`src/rtl/loader_pkg.sv`:
```
// Shared definitions for the UART program loader.
// Holds the loader state enumeration and the default handshake bytes
// exchanged with the host.
package loader_pkg;

    typedef enum logic [2:0] {
        ST_SYNC = 3'd0,
        ST_SIZE = 3'd1,
        ST_PROG = 3'd2,
        ST_ACK  = 3'd3,
        ST_DATA = 3'd4
    } state_t;

    localparam logic [7:0] DEFAULT_SYNC_BYTE = 8'h99;
    localparam logic [7:0] DEFAULT_ACK_BYTE  = 8'haa;

endpackage

```
`src/rtl/loader_fifo.sv`:
```
// Small first-word-fall-through FIFO buffering assembled words.
// Ports:
//   clk, rst_n          clock, asynchronous active-low reset
//   push, push_data     write request and word to store
//   pop_ready           consumer takes the head word when head_valid is high
//   head_valid          FIFO not empty
//   head_data           current head entry
//   overrun             sticky: a push was refused because the FIFO was full
// A push and a pop in the same cycle both succeed, even when full: the
// slot being vacated by the pop is the one the push writes.
module loader_fifo #(
    parameter int WIDTH = 33,
    parameter int DEPTH = 4
) (
    input  logic             clk,
    input  logic             rst_n,
    input  logic             push,
    input  logic [WIDTH-1:0] push_data,
    input  logic             pop_ready,
    output logic             head_valid,
    output logic [WIDTH-1:0] head_data,
    output logic             overrun
);

    localparam int AW = $clog2(DEPTH);

    logic [WIDTH-1:0] mem [DEPTH];
    logic [AW:0]      wr_ptr_reg;
    logic [AW:0]      rd_ptr_reg;
    logic             overrun_reg;
    logic             full;
    logic             pop;
    logic             accept;

    // Pointers carry one extra wrap bit so full and empty are distinguishable.
    assign head_valid = (wr_ptr_reg != rd_ptr_reg);
    assign full       = ((wr_ptr_reg - rd_ptr_reg) == (AW+1)'(DEPTH));
    assign pop        = head_valid && pop_ready;
    assign accept     = push && (!full || pop);
    assign head_data  = mem[rd_ptr_reg[AW-1:0]];
    assign overrun    = overrun_reg;

    always_ff @(posedge clk) begin
        if (accept) begin
            mem[wr_ptr_reg[AW-1:0]] <= push_data;
        end
    end

    always_ff @(posedge clk or negedge rst_n) begin
        if (!rst_n) begin
            wr_ptr_reg  <= '0;
            rd_ptr_reg  <= '0;
            overrun_reg <= 1'b0;
        end else begin
            if (accept) begin
                wr_ptr_reg <= wr_ptr_reg + (AW+1)'(1);
            end
            if (pop) begin
                rd_ptr_reg <= rd_ptr_reg + (AW+1)'(1);
            end
            if (push && !accept) begin
                overrun_reg <= 1'b1;
            end
        end
    end

endmodule

```
`src/rtl/uart_loader.sv`:
```
// UART boot loader front end.
// Announces itself with SYNC_BYTE every INTERVAL cycles until the host
// answers, then reads a little-endian byte-count header, assembles that
// many program bytes into words (flagged as instructions), acknowledges
// with ACK_BYTE and finally streams every following full word as data.
// Ports:
//   clk, rst_n        clock, asynchronous active-low reset
//   rx_ready, rdata   received-byte strobe and byte
//   tx_busy           UART transmitter busy
//   tx_start, sdata   transmit request pulse and byte (sdata held between pulses)
//   word_valid/ready  FIFO head handshake
//   word_data         FIFO head word
//   word_is_instr     head word came from the program section
//   program_loaded    high once the program has been acknowledged
//   overrun           sticky: a word was dropped on a full FIFO
module uart_loader
    import loader_pkg::*;
#(
    parameter int         WORD_BYTES = 4,
    parameter int         SIZE_BYTES = 4,
    parameter int         INTERVAL   = 100,
    parameter logic [7:0] SYNC_BYTE  = DEFAULT_SYNC_BYTE,
    parameter logic [7:0] ACK_BYTE   = DEFAULT_ACK_BYTE,
    parameter bit         BIG_ENDIAN = 1'b0,
    parameter int         FIFO_DEPTH = 4
) (
    input  logic                    clk,
    input  logic                    rst_n,
    input  logic                    rx_ready,
    input  logic [7:0]              rdata,
    input  logic                    tx_busy,
    output logic                    tx_start,
    output logic [7:0]              sdata,
    output logic                    word_valid,
    input  logic                    word_ready,
    output logic [8*WORD_BYTES-1:0] word_data,
    output logic                    word_is_instr,
    output logic                    program_loaded,
    output logic                    overrun
);

    localparam int WW     = 8 * WORD_BYTES;
    localparam int CW     = 8 * SIZE_BYTES;
    localparam int CNT_W  = (INTERVAL < 1) ? 1 : $clog2(INTERVAL + 1);
    localparam int LANE_W = (WORD_BYTES > 1) ? $clog2(WORD_BYTES) : 1;
    localparam int SI_W   = (SIZE_BYTES > 1) ? $clog2(SIZE_BYTES) : 1;
    localparam logic [LANE_W-1:0] LANE_MAX = LANE_W'(WORD_BYTES - 1);

    state_t            state_reg, state_next;
    logic [CNT_W-1:0]  cnt_reg;
    logic [LANE_W-1:0] lane_reg;
    logic [SI_W-1:0]   size_idx_reg;
    logic [CW-1:0]     count_reg;
    logic [WW-1:0]     word_reg;
    logic [7:0]        sdata_reg;

    logic [CW-1:0]     count_acc;
    logic [CW-1:0]     remaining_dec;
    logic              size_last;
    logic              lane_last;
    logic [LANE_W-1:0] lane_pos;
    logic [WW-1:0]     word_new;
    logic [7:0]        tx_byte;
    logic              push;
    logic              push_instr;
    logic [WW:0]       head_data;

    // Header bytes arrive least significant first whatever the word order.
    assign count_acc     = count_reg | (CW'(rdata) << (8 * size_idx_reg));
    assign remaining_dec = count_reg - CW'(1);
    assign size_last     = (size_idx_reg == SI_W'(SIZE_BYTES - 1));
    assign lane_last     = (lane_reg == LANE_MAX);
    assign lane_pos      = BIG_ENDIAN ? (LANE_MAX - lane_reg) : lane_reg;

    // Lane 0 starts a fresh word, so lanes not yet written read as zero;
    // a short final program word is therefore zero-filled for free.
    for (genvar gi = 0; gi < WORD_BYTES; gi++) begin : g_lane
        assign word_new[8*gi +: 8] = (lane_pos == LANE_W'(gi)) ? rdata :
                                     ((lane_reg == '0) ? 8'h00 : word_reg[8*gi +: 8]);
    end

    always_ff @(posedge clk or negedge rst_n) begin
        if (!rst_n) begin
            state_reg <= ST_SYNC;
        end else begin
            state_reg <= state_next;
        end
    end

    always_comb begin
        state_next = state_reg;
        case (state_reg)
            ST_SYNC: if (rx_ready) state_next = ST_SIZE;
            ST_SIZE: if (rx_ready && size_last)
                         state_next = (count_acc == '0) ? ST_ACK : ST_PROG;
            ST_PROG: if (rx_ready && (remaining_dec == '0)) state_next = ST_ACK;
            ST_ACK:  if (!tx_busy) state_next = ST_DATA;
            ST_DATA: state_next = ST_DATA;
            default: state_next = ST_SYNC;
        endcase
    end

    // tx_start is combinational on ~tx_busy so it can never overlap busy;
    // sdata shows the new byte in the pulse cycle and holds it afterwards.
    always_comb begin
        tx_start   = 1'b0;
        tx_byte    = sdata_reg;
        push       = 1'b0;
        push_instr = 1'b0;
        case (state_reg)
            ST_SYNC: if ((cnt_reg == CNT_W'(INTERVAL)) && !tx_busy) begin
                         tx_start = 1'b1;
                         tx_byte  = SYNC_BYTE;
                     end
            ST_PROG: if (rx_ready && (lane_last || (remaining_dec == '0))) begin
                         push       = 1'b1;
                         push_instr = 1'b1;
                     end
            ST_ACK:  if (!tx_busy) begin
                         tx_start = 1'b1;
                         tx_byte  = ACK_BYTE;
                     end
            ST_DATA: if (rx_ready && lane_last) push = 1'b1;
            default: ;
        endcase
    end

    always_ff @(posedge clk or negedge rst_n) begin
        if (!rst_n) begin
            cnt_reg      <= '0;
            lane_reg     <= '0;
            size_idx_reg <= '0;
            count_reg    <= '0;
            word_reg     <= '0;
            sdata_reg    <= '0;
        end else begin
            sdata_reg <= tx_byte;
            case (state_reg)
                ST_SYNC: begin
                    // Saturating: waits at INTERVAL while the sender is busy.
                    if (tx_start) begin
                        cnt_reg <= '0;
                    end else if (cnt_reg != CNT_W'(INTERVAL)) begin
                        cnt_reg <= cnt_reg + CNT_W'(1);
                    end
                    if (rx_ready) begin
                        size_idx_reg <= '0;
                        count_reg    <= '0;
                    end
                end
                ST_SIZE: if (rx_ready) begin
                    count_reg    <= count_acc;
                    size_idx_reg <= size_idx_reg + SI_W'(1);
                    lane_reg     <= '0;
                end
                ST_PROG: if (rx_ready) begin
                    count_reg <= remaining_dec;
                    word_reg  <= word_new;
                    lane_reg  <= (lane_last || (remaining_dec == '0)) ? '0 : lane_reg + LANE_W'(1);
                end
                ST_ACK: lane_reg <= '0;
                ST_DATA: if (rx_ready) begin
                    word_reg <= word_new;
                    lane_reg <= lane_last ? '0 : lane_reg + LANE_W'(1);
                end
                default: ;
            endcase
        end
    end

    loader_fifo #(
        .WIDTH (WW + 1),
        .DEPTH (FIFO_DEPTH)
    ) u_fifo (
        .clk        (clk),
        .rst_n      (rst_n),
        .push       (push),
        .push_data  ({push_instr, word_new}),
        .pop_ready  (word_ready),
        .head_valid (word_valid),
        .head_data  (head_data),
        .overrun    (overrun)
    );

    assign sdata          = tx_byte;
    assign word_data      = head_data[WW-1:0];
    assign word_is_instr  = head_data[WW];
    assign program_loaded = (state_reg == ST_DATA);

endmodule
```
`config.mk`:
```
export PLATFORM = sky130hd
export DESIGN_NAME = uart_loader
export DESIGN_NICKNAME = d
export VERILOG_FILES = /design/src/rtl/loader_pkg.sv /design/src/rtl/loader_fifo.sv /design/src/rtl/uart_loader.sv
export SDC_FILE = /design/constraint.sdc
export NUM_CORES = 1
export LEC_CHECK = 0
export CAP_MARGIN = 20
export CORE_MARGIN = 4
export CORE_UTILIZATION = 30
export DETAILED_ROUTE_END_ITERATION = 8
export PLACE_DENSITY = 0.54
export SLEW_MARGIN = 30
export SYNTH_ARGS = -nofsm -noshare
export SYNTH_HDL_FRONTEND = slang
export SYNTH_SLANG_ARGS = --single-unit
```
`constraint.sdc`:
```
create_clock -name clk -period 5.2 [get_ports clk]
set_input_delay 1.04 -clock clk [delete_from_list [all_inputs] [get_ports clk]]
set_output_delay 1.04 -clock clk [all_outputs]
set_load 0.005 [all_outputs]
```
### Word-level counts from Yosys, hierarchy flattened

Memories as Yosys holds them, arrays and structs flattened.
Cells that the tools add are included.
W data, S select, Z words.

* flip-flop bits (word level): 93
* RAM bits: 132
* word-level logic and storage cells: 106
* memories: 1

Memory list
* u_fifo.mem: depth 4, bits a word 33, read ports 1, clocked after Yosys merged registers in 0, write ports 1, line loader_fifo.sv:27 `logic [WIDTH-1:0] mem [DEPTH];`

* $add $sub $neg: 7
* eq/ne operators: 19
* shift-type cells: 1
* multiplexer cells: 39
* bitwise logic cells: 1
* reduce and logical (&&, ||, !) cells: 28

Operators by type and width (count)
* $mux W32: 3
* $pmux W32 S3: 1
* $mux W8: 9
* $logic_not A32 Y1: 2
* $or A32 B32 Y32: 1
* $shl A8 B5 Y32: 1
* $sub A32 B1 Y32 const B: 1
* $pmux W8 S2: 1
* $pmux W3 S5: 1
* $mux W7: 2
* $ne A2 B2 Y1 const B: 7
* $mux W2: 6
* $mux W3: 4
* $reduce_and A4 Y1: 3
* $logic_and A1 B1 Y1: 8
* $mux W1: 8
* $pmux W2 S4: 1
* $add A7 B1 Y7 const B: 1
* $eq A7 B7 Y1 const B: 1
* $ne A7 B7 Y1 const B: 1
* $add A3 B1 Y3 const B: 2
* $eq A2 B2 Y1 const B: 3
* $eq A3 B2 Y1 const B: 2
* $eq A3 B3 Y1 const B: 2
* 17 further kinds: 24

### Logic depth before layout (Yosys ltp)

* depth in word-level cells: 9
* mapped depth: 11

### By module

Synthesis repeated with hierarchy kept, for this count alone.

* cells, all modules: 777
* area, all modules: 10357.4 um^2

Modules (own cells, without submodules)
* loader_fifo: instances 1, cells each 219, area each 5231.3 um^2, seq. area each 4139.0 um^2
* uart_loader: instances 1, cells each 558, area each 5126.2 um^2, seq. area each 2152.1 um^2

### Least setup slack after synthesis

Ideal clock, no wire load.

* path kind: reg2reg
* from: reg count_reg[5]
* to: mem u_fifo.mem[3][0], enable pin
* setup time: 423 ps
* arrival: 4162 ps
* setup slack: 615 ps
* stages on the path, launching flop included: 9
* path buffers: 1
* clock period less this slack: 4585 ps
* cell sequence: dfrtp_1 -> buf_6 -> or4_4 -> nor4_1 -> nand4_1 -> xnor2_1 -> nor4_4 -> nand4_2 -> a211oi_2

* cells in the longest elaborated chain, start to end: 9

RTL lines
* start: declaration: line uart_loader.sv:53 `logic [CW-1:0] count_reg;`
* start signal: assignment: line uart_loader.sv:152 `count_reg <= count_acc;`
* start signal: assignment: line uart_loader.sv:157 `count_reg <= remaining_dec;`
* $sub A32 B1 Y32: line uart_loader.sv:70 `assign remaining_dec = count_reg - CW'(1);`
* $logic_not A32 Y1: line uart_loader.sv:115 `ST_PROG: if (rx_ready && (lane_last || (remaining_dec == '0))) begin`
* $logic_or A1 B1 Y1: line uart_loader.sv:115
* $logic_and A1 B1 Y1: line uart_loader.sv:115
* $mux W1: line uart_loader.sv:115
* $pmux W1 S2: line uart_loader.sv:110 `case (state_reg)`
* $logic_and A1 B1 Y1: line loader_fifo.sv:39 `assign accept = push && (!full || pop);`
* $mux W1: line loader_fifo.sv:44 `if (accept) begin`
* $mux W1 (not written as such): line loader_fifo.sv:45 `mem[wr_ptr_reg[AW-1:0]] <= push_data;`
* end: declaration: line loader_fifo.sv:27

No other way between the ends.

### Worst setup path in the final report

* from: reg state_reg[0]
* to: out sdata[3]

* cells in the longest elaborated chain, start to end: 2
* elaborated cells between the ends (all ways): 3
* classes of those cells: 1 x eq/ne; 1 x mux; 1 x reduce/logical

RTL lines
* start: declaration: line uart_loader.sv:49 `state_t state_reg, state_next;`
* start signal: assignment: line uart_loader.sv:86 `state_reg <= state_next;`
* $eq A3 B2 Y1 or $logic_not A3 Y1 (tied branches): line uart_loader.sv:110
* $pmux W8 S2 (*): line uart_loader.sv:110
* end: declaration: line uart_loader.sv:33 `output logic [7:0] sdata,`

Mark *: on every way between the ends. The rest lies on a longest branch, timed or not.

==> impl_metrics.py <==
metrics = {
    "grt": {
        "grtUsageTotal": 0.127,
        "grt_max_degree": 60,
        "antenna_found_initial": 0,
        "grt_pass1_vias": 6543,
        "grt_pass1_wl_um": 38600,
        "grt.overflow.total": 0,
    },
    "finish": {
        "diodes": 0,
        "layout_commonest_cell": "edfxtp_1",
        "mostFrequentLayoutCells": "edfxtp_1 (132), dfrtp_1 (92), nand2_1 (59), clkdlybuf4s50_1 (56), o21ai_0 (46)",
        "nFillCells": 3223,
        "drive_gt1_frac": 0.176,
        "area_growth_pct": 18.1,
        "largest_register_ffs": 132,
        "nets": 866,
        "postLayoutCoreUtil": 0.361,
    },
    "clock_network": {
        "cts_buffers": 25,
        "clock-sinks": 225,
        "htreeDepth": 1,
        "clkTransAtPathRegs_ns": 0.06,
        "cts_tree": "done",
        "root_buffer": "clkbuf_16",
        "ctsHoldBuffers": 0,
        "cts_resized": 0,
        "cts_setup_buffers": 0,
        "clk_latency_ns": 0.52,
        "clockBufferDepth": 3,
    },
    "synthesis": {
        "ys_seq_area_frac": 0.609,
        "syn_area_per_cell_sq_um": 13.3,
        "yosysWarningCount": 0,
        "syn_inst": 776,
        "synth_edf_count": 132,
        "ys.flop_type": "edfxtp_1",
        "synthArstFlopShare": 0.413,
        "syn-cell-area_sq_um": 10300,
        "ys_types": 64,
        "synth_nets": 805,
        "synth-seq-cells": 225,
    },
    "floorplan": {
        "pin_count": 58,
        "initial_core_util": 0.306,
        "dieWidth_um": 194,
        "die_area_sq_um": 37500,
        "num_rows": 67,
        "core-area_sq_um": 33800,
        "die_h_um": 194,
    },
    "critical_path": {
        "critical_path_class": "flip-flop to output pin",
        "rrSetupSlack_ns": 1.30,
        "slowest_stage": "nor3b_1",
        "max_stage_delay_ns": 0.66,
        "cp.required_ns": 4.16,
        "arrival_ns": 3.15,
        "r2r-start": "count_reg[5]",
        "crit_path_end_kind": "output pin",
        "reg2reg_to": "u_fifo.mem[0][21]",
        "rr_worst_depth": 9,
        "cp_cell_sequence": "nor3_1, nor3b_1, inv_1, nand2_1, or2_2, clkdlybuf4s50_1",
        "critPathMaxFanout": 14,
        "path_buf_inv": 2,
        "crit_family": "simple AND/OR/NAND/NOR gates",
        "critPathLaunchType": "flip-flop",
    },
    "power": {
        "ir_worst_vdd_v": 0.000222,
        "p_clk_frac": 0.285,
        "p_leak_nw": 4.51,
        "powerDensity_nw_per_um2": 465,
        "p_sw_frac": 0.278,
        "comb_power_share": 0.278,
        "p_int_mw": 4.10,
        "seq_power_share": 0.436,
        "switching_power_mw": 1.58,
    },
    "timing": {
        "slew_headroom": 0.429,
        "finalSetupTns_ns": 0,
        "finalHoldViolCount": 0,
        "worst_slew_pin_slew_ns": 0.857,
        "min_period_ns": 4.19,
        "slew_violations": 0,
        "skew_ns": 0.0216,
        "period_share": 0.806,
        "fmax_mhz": 239,
        "setup_violations": 0,
        "hold_ws_ns": 0.464,
        "rsz0062_at_grt": "no",
    },
    "min_path": {
        "hp-start": "sdata_reg[7]",
        "hp-class": "flip-flop to flip-flop",
        "worstHoldPathCells": 1,
        "holdPathEnd": "sdata_reg[7]",
    },
    "route": {
        "wl_per_cell_um": 18.7,
        "drtAntennaViolNets": 0,
        "drt_pass1_iterations": 5,
        "via_count": 6548,
        "wl_um": 24300,
        "initialDrtViolationCount": 424,
        "via_per_inst": 5.02,
        "drc": 0,
    },
    "placement": {
        "dp_hpwl_um": 15400,
        "port_buffers": 57,
        "place_congestion": 0.850,
    },
    "outcome": {
        "status": "completed",
    },
    "flow_run": {
        "maxCapViolations": 0,
    },
}
[cells by family after synthesis]
family,Yosys count,synth area share
adder cells (fa/ha/maj),16,0.0194
multiplexers,77,0.120
AO/OA/AOI/OAI,156,0.103
buffers and inverters,65,0.0253
XOR/XNOR,18,0.0153
AND/OR/NAND/NOR,219,0.109
flip-flops,225,0.609
[area by class of cell]
type	count	area, sq um	share of cell area
flip-flops and latches	225	6290	0.516
repair buffers	78	726	0.0595
clock buffers	34	679	0.0557
multi-input cells	486	3790	0.310
clock inverters	12	75.1	0.00615
inverters	21	78.8	0.00646
well taps	448	561	0.0460
[how the worst max path moves through the flow]
stage                     slack [ns]  cells past startpoint               end    startpoint
final                           1.01                      6          sdata[3]  state_reg[0]
after global routing            0.70                      6          sdata[3]  state_reg[0]
after CTS                       0.97                      6          sdata[3]  state_reg[0]
after detailed placement        1.04                      6          sdata[3]       tx_busy
after global placement          1.06                      6          sdata[7]       tx_busy
after floorplan                 0.61                      8  u_fifo.mem[3][0]  count_reg[5]
[through the flow]
stage	setup WS, ns	total power, mW	instance area [sq um]	std cells
after global placement	1.06	4.10	11400	1258
after CTS	0.965	5.77	12200	1304
final	1.01	5.67	12200	1304
after global routing	0.704	6.00	12200	1304
after detailed placement	1.04	4.14	11400	1258
after floorplan	0.615	3.45	10300	776
[metal layers]
| metal | share of wire | up-vias | global-route usage |
|---|---|---|---|
| li1 | - | 3088 | - |
| met1 | 0.44 | 3296 | 0.169 |
| met2 | 0.50 | 134 | 0.221 |
| met3 | 0.042 | 30 | 0.0202 |
| met4 | 0.015 | 0 | 0.0247 |
| met5 | 0 | - | 0 |
[synth_stat cells (all sizes together) (3+ instances only)]
master    n  area [sq um]
and2      4          25.0
a221o     6          60.1
nor2b     6          37.5
mux2     43           484
o21ai    46           230
o41ai     4          53.8
o22ai     4          25.0
mux4     33           743
dfrtp    93          2330
nand2b    7          43.8
buf      13          66.3
inv      21          78.8
a22o     25           219
nand2    59           221
xnor2    12           105
or2       4          25.0
nor2     40           150
nor3     24           120
a21oi    32           164
a31oi     4          25.0
o22a      3          26.3
xor2      6          52.6
ha       16           200
or3       6          41.3
a21o      4          30.0
o31ai     3          22.5
edfxtp  132          3960
clkbuf   31           116
and3      3          18.8
nor4     13          96.3
nor3b     3          22.5
o21a      3          22.5
nand4     8          56.3
or4       4          37.5
a22oi     8          60.1
nand3    29           150
[power by group through the flow]
stage               clock network (mW)  registers [mW]  logic, mW
finish                            1.62            2.48       1.58
global route                      1.74            2.51       1.74
CTS                               1.66            2.48       1.63
detailed placement                   0            2.52       1.62
global placement                     0            2.50       1.60
floorplan                            0            2.46      0.994
Note: power is estimated with default switching activity, not from simulation.
